--- src/rtl/hello_scroller_if.sv ---
// -----------------------------------------------------------------------------
// hello_scroller_if
//
// Bundles the control inputs and display outputs of hello_scroller so the
// sequencer and whoever drives it share one connection point.
//
// Signals (named from the sequencer's point of view):
//   run_i      1   level: 1 = auto-scroll from the prescaler, 0 = paused
//   step_i     1   asynchronous single-step button level (active-high)
//   letters_o  24  eight 3-bit letter codes, [23:21] = HEX7 ... [2:0] = HEX0
//   index_o    3   message index of the next character to enter at HEX0
//   filled_o   1   high once the window has been completely loaded
//
// Modports:
//   slave  - the sequencer (consumes run/step, produces letters/index/filled)
//   master - the controlling side (drives run/step, observes the display)
// -----------------------------------------------------------------------------
interface hello_scroller_if;
  logic        run_i;
  logic        step_i;
  logic [23:0] letters_o;
  logic [2:0]  index_o;
  logic        filled_o;

  modport slave (
    input  run_i,
    input  step_i,
    output letters_o,
    output index_o,
    output filled_o
  );

  modport master (
    output run_i,
    output step_i,
    input  letters_o,
    input  index_o,
    input  filled_o
  );
endinterface

--- src/rtl/hello_scroller.sv ---
// -----------------------------------------------------------------------------
// hello_scroller
//
// Holds an eight-character window over the circular message
// "HELLO" + three blanks and shifts it left by one character per advance.
// Each 3-bit slot of letters_o feeds one per-digit letter decoder.
//
// Advances come from one of two sources, never both in the same cycle:
//   - run_i = 1 : a 26-bit prescaler fires once every TICKS clock cycles
//   - run_i = 0 : a rising edge of the step button, after a two-flop
//                 synchroniser plus one delay flop for edge detection
//
// A two-state FSM (FILL -> SCROLL) raises filled_o on the eighth advance
// after reset; once in SCROLL it only leaves through reset.
//
// Parameters:
//   TICKS     clock cycles per automatic scroll step, legal range 2..2^26
//
// Ports:
//   clk_i     system clock, all state updates on the rising edge
//   rst_ni    asynchronous active-low reset
//   bus       hello_scroller_if.slave: run_i, step_i in;
//             letters_o, index_o, filled_o out (all registered)
// -----------------------------------------------------------------------------
module hello_scroller #(
  parameter int unsigned TICKS = 50_000_000
) (
  input  logic              clk_i,
  input  logic              rst_ni,
  hello_scroller_if.slave   bus
);

  // Letter codes understood by the downstream decoders.
  localparam logic [2:0] CH_H     = 3'h0;
  localparam logic [2:0] CH_E     = 3'h1;
  localparam logic [2:0] CH_L     = 3'h2;
  localparam logic [2:0] CH_O     = 3'h3;
  localparam logic [2:0] CH_BLANK = 3'h4;

  localparam logic [23:0] LETTERS_BLANK = {8{CH_BLANK}};

  // Terminal prescaler value; TICKS-1 always fits in 26 bits for the legal range.
  localparam logic [25:0] TICK_LAST = 26'(TICKS - 1);

  typedef enum logic {
    ST_FILL   = 1'b0,
    ST_SCROLL = 1'b1
  } state_e;

  // ---------------------------------------------------------------------------
  // Message ROM: H E L L O _ _ _
  // ---------------------------------------------------------------------------
  function automatic logic [2:0] msg_char(input logic [2:0] idx);
    logic [2:0] ch;
    ch = CH_BLANK;
    case (idx)
      3'd0:    ch = CH_H;
      3'd1:    ch = CH_E;
      3'd2:    ch = CH_L;
      3'd3:    ch = CH_L;
      3'd4:    ch = CH_O;
      default: ch = CH_BLANK;
    endcase
    return ch;
  endfunction

  // ---------------------------------------------------------------------------
  // Registers
  // ---------------------------------------------------------------------------
  logic [25:0] count_q, count_d;
  logic        s1_q, s2_q, s3_q;
  logic [23:0] letters_q, letters_d;
  logic [2:0]  index_q, index_d;
  logic [2:0]  fill_q, fill_d;
  state_e      state_q, state_d;

  logic        step_edge;
  logic        tick_adv;
  logic        step_adv;
  logic        advance;

  // ---------------------------------------------------------------------------
  // Step button: s1/s2 synchronise the asynchronous level, s3 is the delayed
  // copy used to detect the rising edge. Holding the button produces a single
  // edge; a new edge needs s2 to have been low for at least one cycle.
  // ---------------------------------------------------------------------------
  always_ff @(posedge clk_i or negedge rst_ni) begin
    if (!rst_ni) begin
      s1_q <= 1'b0;
      s2_q <= 1'b0;
      s3_q <= 1'b0;
    end else begin
      s1_q <= bus.step_i;
      s2_q <= s1_q;
      s3_q <= s2_q;
    end
  end

  assign step_edge = s2_q & ~s3_q;

  // ---------------------------------------------------------------------------
  // Prescaler. Clearing while paused means resuming always waits a full
  // TICKS period. An edge that sees run_i high with the count at its last
  // value advances even if run_i drops right after that edge.
  // ---------------------------------------------------------------------------
  always_comb begin
    count_d = '0;
    if (bus.run_i) begin
      if (count_q == TICK_LAST) begin
        count_d = '0;
      end else begin
        count_d = count_q + 26'd1;
      end
    end
  end

  always_ff @(posedge clk_i or negedge rst_ni) begin
    if (!rst_ni) begin
      count_q <= '0;
    end else begin
      count_q <= count_d;
    end
  end

  // run_i selects exactly one source, so the two terms can never both be set.
  assign tick_adv = bus.run_i & (count_q == TICK_LAST);
  assign step_adv = ~bus.run_i & step_edge;
  assign advance  = tick_adv | step_adv;

  // ---------------------------------------------------------------------------
  // Window datapath: shift left, new character enters at HEX0.
  // index wraps 7 -> 0 naturally in 3 bits, matching the 8-entry message.
  // ---------------------------------------------------------------------------
  always_comb begin
    letters_d = letters_q;
    index_d   = index_q;
    fill_d    = fill_q;
    if (advance) begin
      letters_d = {letters_q[20:0], msg_char(index_q)};
      index_d   = index_q + 3'd1;
      if (state_q == ST_FILL) begin
        fill_d = fill_q + 3'd1;
      end
    end
  end

  always_ff @(posedge clk_i or negedge rst_ni) begin
    if (!rst_ni) begin
      letters_q <= LETTERS_BLANK;
      index_q   <= '0;
      fill_q    <= '0;
    end else begin
      letters_q <= letters_d;
      index_q   <= index_d;
      fill_q    <= fill_d;
    end
  end

  // ---------------------------------------------------------------------------
  // FSM: state register
  // ---------------------------------------------------------------------------
  always_ff @(posedge clk_i or negedge rst_ni) begin
    if (!rst_ni) begin
      state_q <= ST_FILL;
    end else begin
      state_q <= state_d;
    end
  end

  // FSM: next state. The eighth advance (fill count 7) completes the window.
  always_comb begin
    state_d = state_q;
    case (state_q)
      ST_FILL: begin
        if (advance && (fill_q == 3'd7)) begin
          state_d = ST_SCROLL;
        end
      end
      ST_SCROLL: begin
        state_d = ST_SCROLL;
      end
      default: begin
        state_d = ST_FILL;
      end
    endcase
  end

  // FSM: outputs. filled_o is a direct decode of the state flop, so it is
  // effectively registered and rises on the same edge as the eighth advance.
  always_comb begin
    bus.filled_o = 1'b0;
    case (state_q)
      ST_SCROLL: bus.filled_o = 1'b1;
      default:   bus.filled_o = 1'b0;
    endcase
  end

  assign bus.letters_o = letters_q;
  assign bus.index_o   = index_q;

endmodule
--- src/flat_wrapper.sv ---
// flat-port wrapper written by rule: the top's interface ports become plain ports
module hello_scroller_flat 
#(
  parameter int unsigned TICKS = 50_000_000
)
  (clk_i, rst_ni, bus_run_i, bus_step_i, bus_letters_o, bus_index_o, bus_filled_o);
  hello_scroller_if bus_i ();
  input  logic clk_i;
  input  logic rst_ni;
  input wire logic [$bits(bus_i.run_i)-1:0] bus_run_i;
  input wire logic [$bits(bus_i.step_i)-1:0] bus_step_i;
  output wire logic [$bits(bus_i.letters_o)-1:0] bus_letters_o;
  output wire logic [$bits(bus_i.index_o)-1:0] bus_index_o;
  output wire logic [$bits(bus_i.filled_o)-1:0] bus_filled_o;
  assign bus_i.run_i = bus_run_i;
  assign bus_i.step_i = bus_step_i;
  assign bus_letters_o = bus_i.letters_o;
  assign bus_index_o = bus_i.index_o;
  assign bus_filled_o = bus_i.filled_o;
  hello_scroller #(.TICKS(TICKS)) u_core (.clk_i(clk_i), .rst_ni(rst_ni), .bus(bus_i));
endmodule
--- config.mk ---
export PLATFORM = sky130hd
export DESIGN_NAME = hello_scroller_flat
export DESIGN_NICKNAME = d
export VERILOG_FILES = /design/src/rtl/hello_scroller_if.sv /design/src/rtl/hello_scroller.sv /design/src/flat_wrapper.sv
export SDC_FILE = /design/constraint.sdc
export NUM_CORES = 1
export LEC_CHECK = 0
export ABC_CLOCK_PERIOD_IN_PS = 2990
export CAP_MARGIN = 20
export CORE_MARGIN = 4
export CORE_UTILIZATION = 40
export CTS_CLUSTER_SIZE = 30
export DETAILED_ROUTE_END_ITERATION = 8
export GPL_TIMING_DRIVEN = 0
export PLACE_DENSITY_LB_ADDON = 0.15
export SYNTH_ARGS = -nofsm -noshare
export SYNTH_HDL_FRONTEND = slang
export SYNTH_SLANG_ARGS = --single-unit
--- constraint.sdc ---
create_clock -name clk_i -period 2.99 [get_ports clk_i]
set_input_delay 0.4485 -clock clk_i [delete_from_list [all_inputs] [get_ports clk_i]]
set_output_delay 0.4485 -clock clk_i [all_outputs]
set_load 0.005 [all_outputs]
==> flow_metrics.tcl <==
set metrics [dict create \
    synth_edf_count 0 \
    synth_async_sr_flop_share 1.00 \
    yosysWarningCount 0 \
    cts_buffer_depth 2 \
    fill_cells 631 \
    worst_pin_slew_ps 696 \
    cap_violations 0 \
    p_sw_frac 0.256 \
    pwr-share-clk 0.297 \
    syn_nets 254 \
    grt-ovfl-total 0 \
    die-area_mm2 0.00866 \
    grt_first_pass_wirelength_um 9670 \
    cts_sinks 60 \
    cts_resized 0 \
    drt_pass1_iterations 4 \
    cp_max_fo 6 \
    syn_avg_cell_area_um2 12.0 \
    endpoint "u_core.fill_q[1]" \
    utilization 0.518 \
    vias 1965 \
    p_int_w 0.00222 \
    finalWirelength_um 5610 \
    port_buffers 31 \
    worstPathRequired_ps 3170 \
    wl_met2_um 2660 \
    slowest_stage "nor4b_1" \
    synth_ff_type "dfrtp_1" \
    antenna_cells 0 \
    critPathCaptureType "flip-flop" \
    fin_crit_sh 0.702 \
    grt_usage 0.143 \
    netlist_area_mm2 0.00289 \
    p_sw_w 0.000764 \
    wl_met3_um 125 \
    dieHeight_um 93.1 \
    min_period_ps 2100 \
    cts.htree.levels 3 \
    cp_slowest_stage_delay_ps 620 \
    dpl_cell_area_mm2 0.00334 \
    syn_to_final_growth_pct 23.7 \
    drive_gt1_frac 0.221 \
    remaining_drc_errors 0 \
    r2r-start "u_core.count_q[0]" \
    rows 30 \
    gp_congestion 0.719 \
    insertion_delay_ps 340 \
    ys_ff_latch 60 \
    cts_buffers 9 \
    total_power_w 0.00298 \
    rsz0062_at_grt "false" \
    hold_path.class "in2async" \
    path_class "reg2reg" \
    r2r_cells 6 \
    maxSlewHeadroom 0.529 \
    ctsRootBufferMaster "clkbuf_8" \
    synthCells 242 \
    fin_area_mm2 0.00358 \
    io_pins 32 \
    grt_pass1_vias 2002 \
    regToRegSetupSlack_ps 890 \
    seq_power_share 0.417 \
    cts_tree "built" \
    routedWlPerCell_um 14.5 \
    die_x_um 93.1 \
    antenna_found_initial 0 \
    initial_core_util 0.419 \
    drt-initial-drc-count 85 \
    cts_hold_buf 0 \
    cp.arrival_ps 2280 \
    postRouteAntennaNets 0 \
    highest_layer "met4" \
    drt-met1-wl_um 2700 \
    yosysSeqAreaShare 0.522 \
    r2r-end "u_core.fill_q[1]" \
    fp.coreArea_mm2 0.00691 \
    slew_violations 0 \
    finalSetupViolCount 0 \
    max_freq_ghz 0.477 \
    clk_pin_slew_worst_paths_ps 80 \
    nets 297 \
    comb_power_share 0.287 \
    crit_path_start_kind "flip-flop" \
    skew_ps 12.7 \
    viasPerCell 5.09 \
    cellLeakagePower_nw 1.57 \
    grt_max_degree 36 \
    dpl.hpwl_um 3900 \
    cp_cell_sequence "ha_1 > and4_1 > buf_2 > nand4_1 > nor4b_1 > o32ai_1" \
    cts_setup_buffers 0 \
    crit_path_start "u_core.count_q[0]" \
    yosys.cell_types.count 40 \
    status "completed" \
    finalHoldViolations 0 \
    powerDensity_mw_per_mm2 834 \
    ir_worst_vdd_mv 0.508 \
]
## power by group through the flow
stage                     Clock, W  Sequential [W]  Combinational [W]
final                     0.000885         0.00124           0.000856
after global routing      0.000944         0.00128           0.000933
after CTS                 0.000908         0.00125           0.000871
after detailed placement         0         0.00126           0.000866
after global placement           0         0.00125           0.000846
after floorplan                  0         0.00124           0.000409
## final cells by class
class                      instances  area (um^2)  share of cell area
buffer                            10         70.1              0.0196
clock buffer                      10          128              0.0357
clock inverter                     6          113              0.0315
inverter                          11         41.3              0.0115
multi-input combinational        161         1270               0.355
sequential                        60         1510               0.422
tap                               96          120              0.0336
timing repair buffer              32          325              0.0909
## critical path: cells and delay by family, from the launching register on
family                   cells  cell delay, ps
AND/OR/NAND/NOR              3             950
flip-flops                   1             410
adder cells (fa/ha/maj)      1             250
AO/OA/AOI/OAI                1             190
buffers and inverters        1             150
## synth_stat cells (2+ instances only)
master	number	area [um^2]
o32ai_1	3	26.3
nor3_1	3	15.0
or4_1	4	30.0
and3_1	2	12.5
buf_6	3	33.8
nand2b_1	2	12.5
mux2_4	24	360
xor2_1	3	26.3
nand3_1	9	45.0
buf_2	4	20.0
nor2_1	17	63.8
mux2_2	2	22.5
nand2_1	9	33.8
o21ai_0	7	35.0
dfstp_2	8	210
and2_1	4	25.0
nor4b_1	2	17.5
xnor2_1	12	105
o31ai_1	4	30.0
a21oi_1	11	55.1
nand4_1	10	62.6
or3_1	6	37.5
ha_1	8	100
and4_1	4	35.0
dfrtp_1	52	1300
nor4_1	5	31.3
inv_1	11	41.3
## how the worst min path moves through the flow
stage,from,endpoint,slack [ps],cells past startpoint
final,rst_ni,u_core.fill_q[2],120,1
after global routing,rst_ni,u_core.bus.index_o[0],130,1
after CTS,rst_ni,u_core.bus.index_o[2],120,1
after detailed placement,u_core.s1_q,u_core.s2_q,350,0
after global placement,u_core.s1_q,u_core.s2_q,330,0
after floorplan,rst_ni,u_core.bus.index_o[0],150,0
## routing by layer
layer / vias up / track usage
met3: 12 / 0.0418
met1: 970 / 0.188
met2: 29 / 0.219
met4: 0 / 0.0659
met5: - / 0
li1: 954 / -
## cell usage in the layout (no fill, tap or decap), drive strengths merged
cell type	instances
and3	2
clkbuf	12
mux2i	1
nand2	9
xnor2	12
and4	4
dfstp	8
nor4	5
dfrtp	52
a21oi	11
or2	1
nor2b	1
clkinv	3
nand2b	2
nor3	3
o31ai	4
nand3	9
o32ai	3
o21ai	8
clkdlybuf4s50	30
nor2	17
bufinv	3
o31a	1
inv	11
o21bai	1
buf	10
mux2	26
nor4b	3
and2	4
nand4	11
ha	8
or3b	1
or3	6
nand4b	1
xor2	3
or4	4
## sequential cells by signal, summed over array words and instances, names as in the netlist
| name | count |
|---|---|
| u_core.bus.letters_o | 24 |
| u_core.s1_q | 1 |
| u_core.fill_q | 3 |
| u_core.s2_q | 1 |
| u_core.count_q | 26 |
| u_core.bus.index_o | 3 |
| u_core.state_q | 1 |
| u_core.s3_q | 1 |
## cell families (layout without fill, tap and decap cells)
logic type | after synthesis | in the layout | synth area share
xor+xnor | 15 | 15 | 0.0454
buf+inv | 21 | 69 | 0.0385
mux | 27 | 27 | 0.136
flops | 60 | 60 | 0.522
fa+ha+maj | 8 | 8 | 0.0346
simple gates | 83 | 83 | 0.166
compound gates | 28 | 28 | 0.0579
## per-stage QoR
stage,TNS (ps),instances,hold WS (ps),setup WS (ps)
after CTS,0,386,123,869
after detailed placement,0,370,348,715
after global routing,0,386,135,679
after global placement,-26680,369,335,-518
final,0,386,119,892
after floorplan,0,242,153,1120
(Power assumes the default switching activity.)
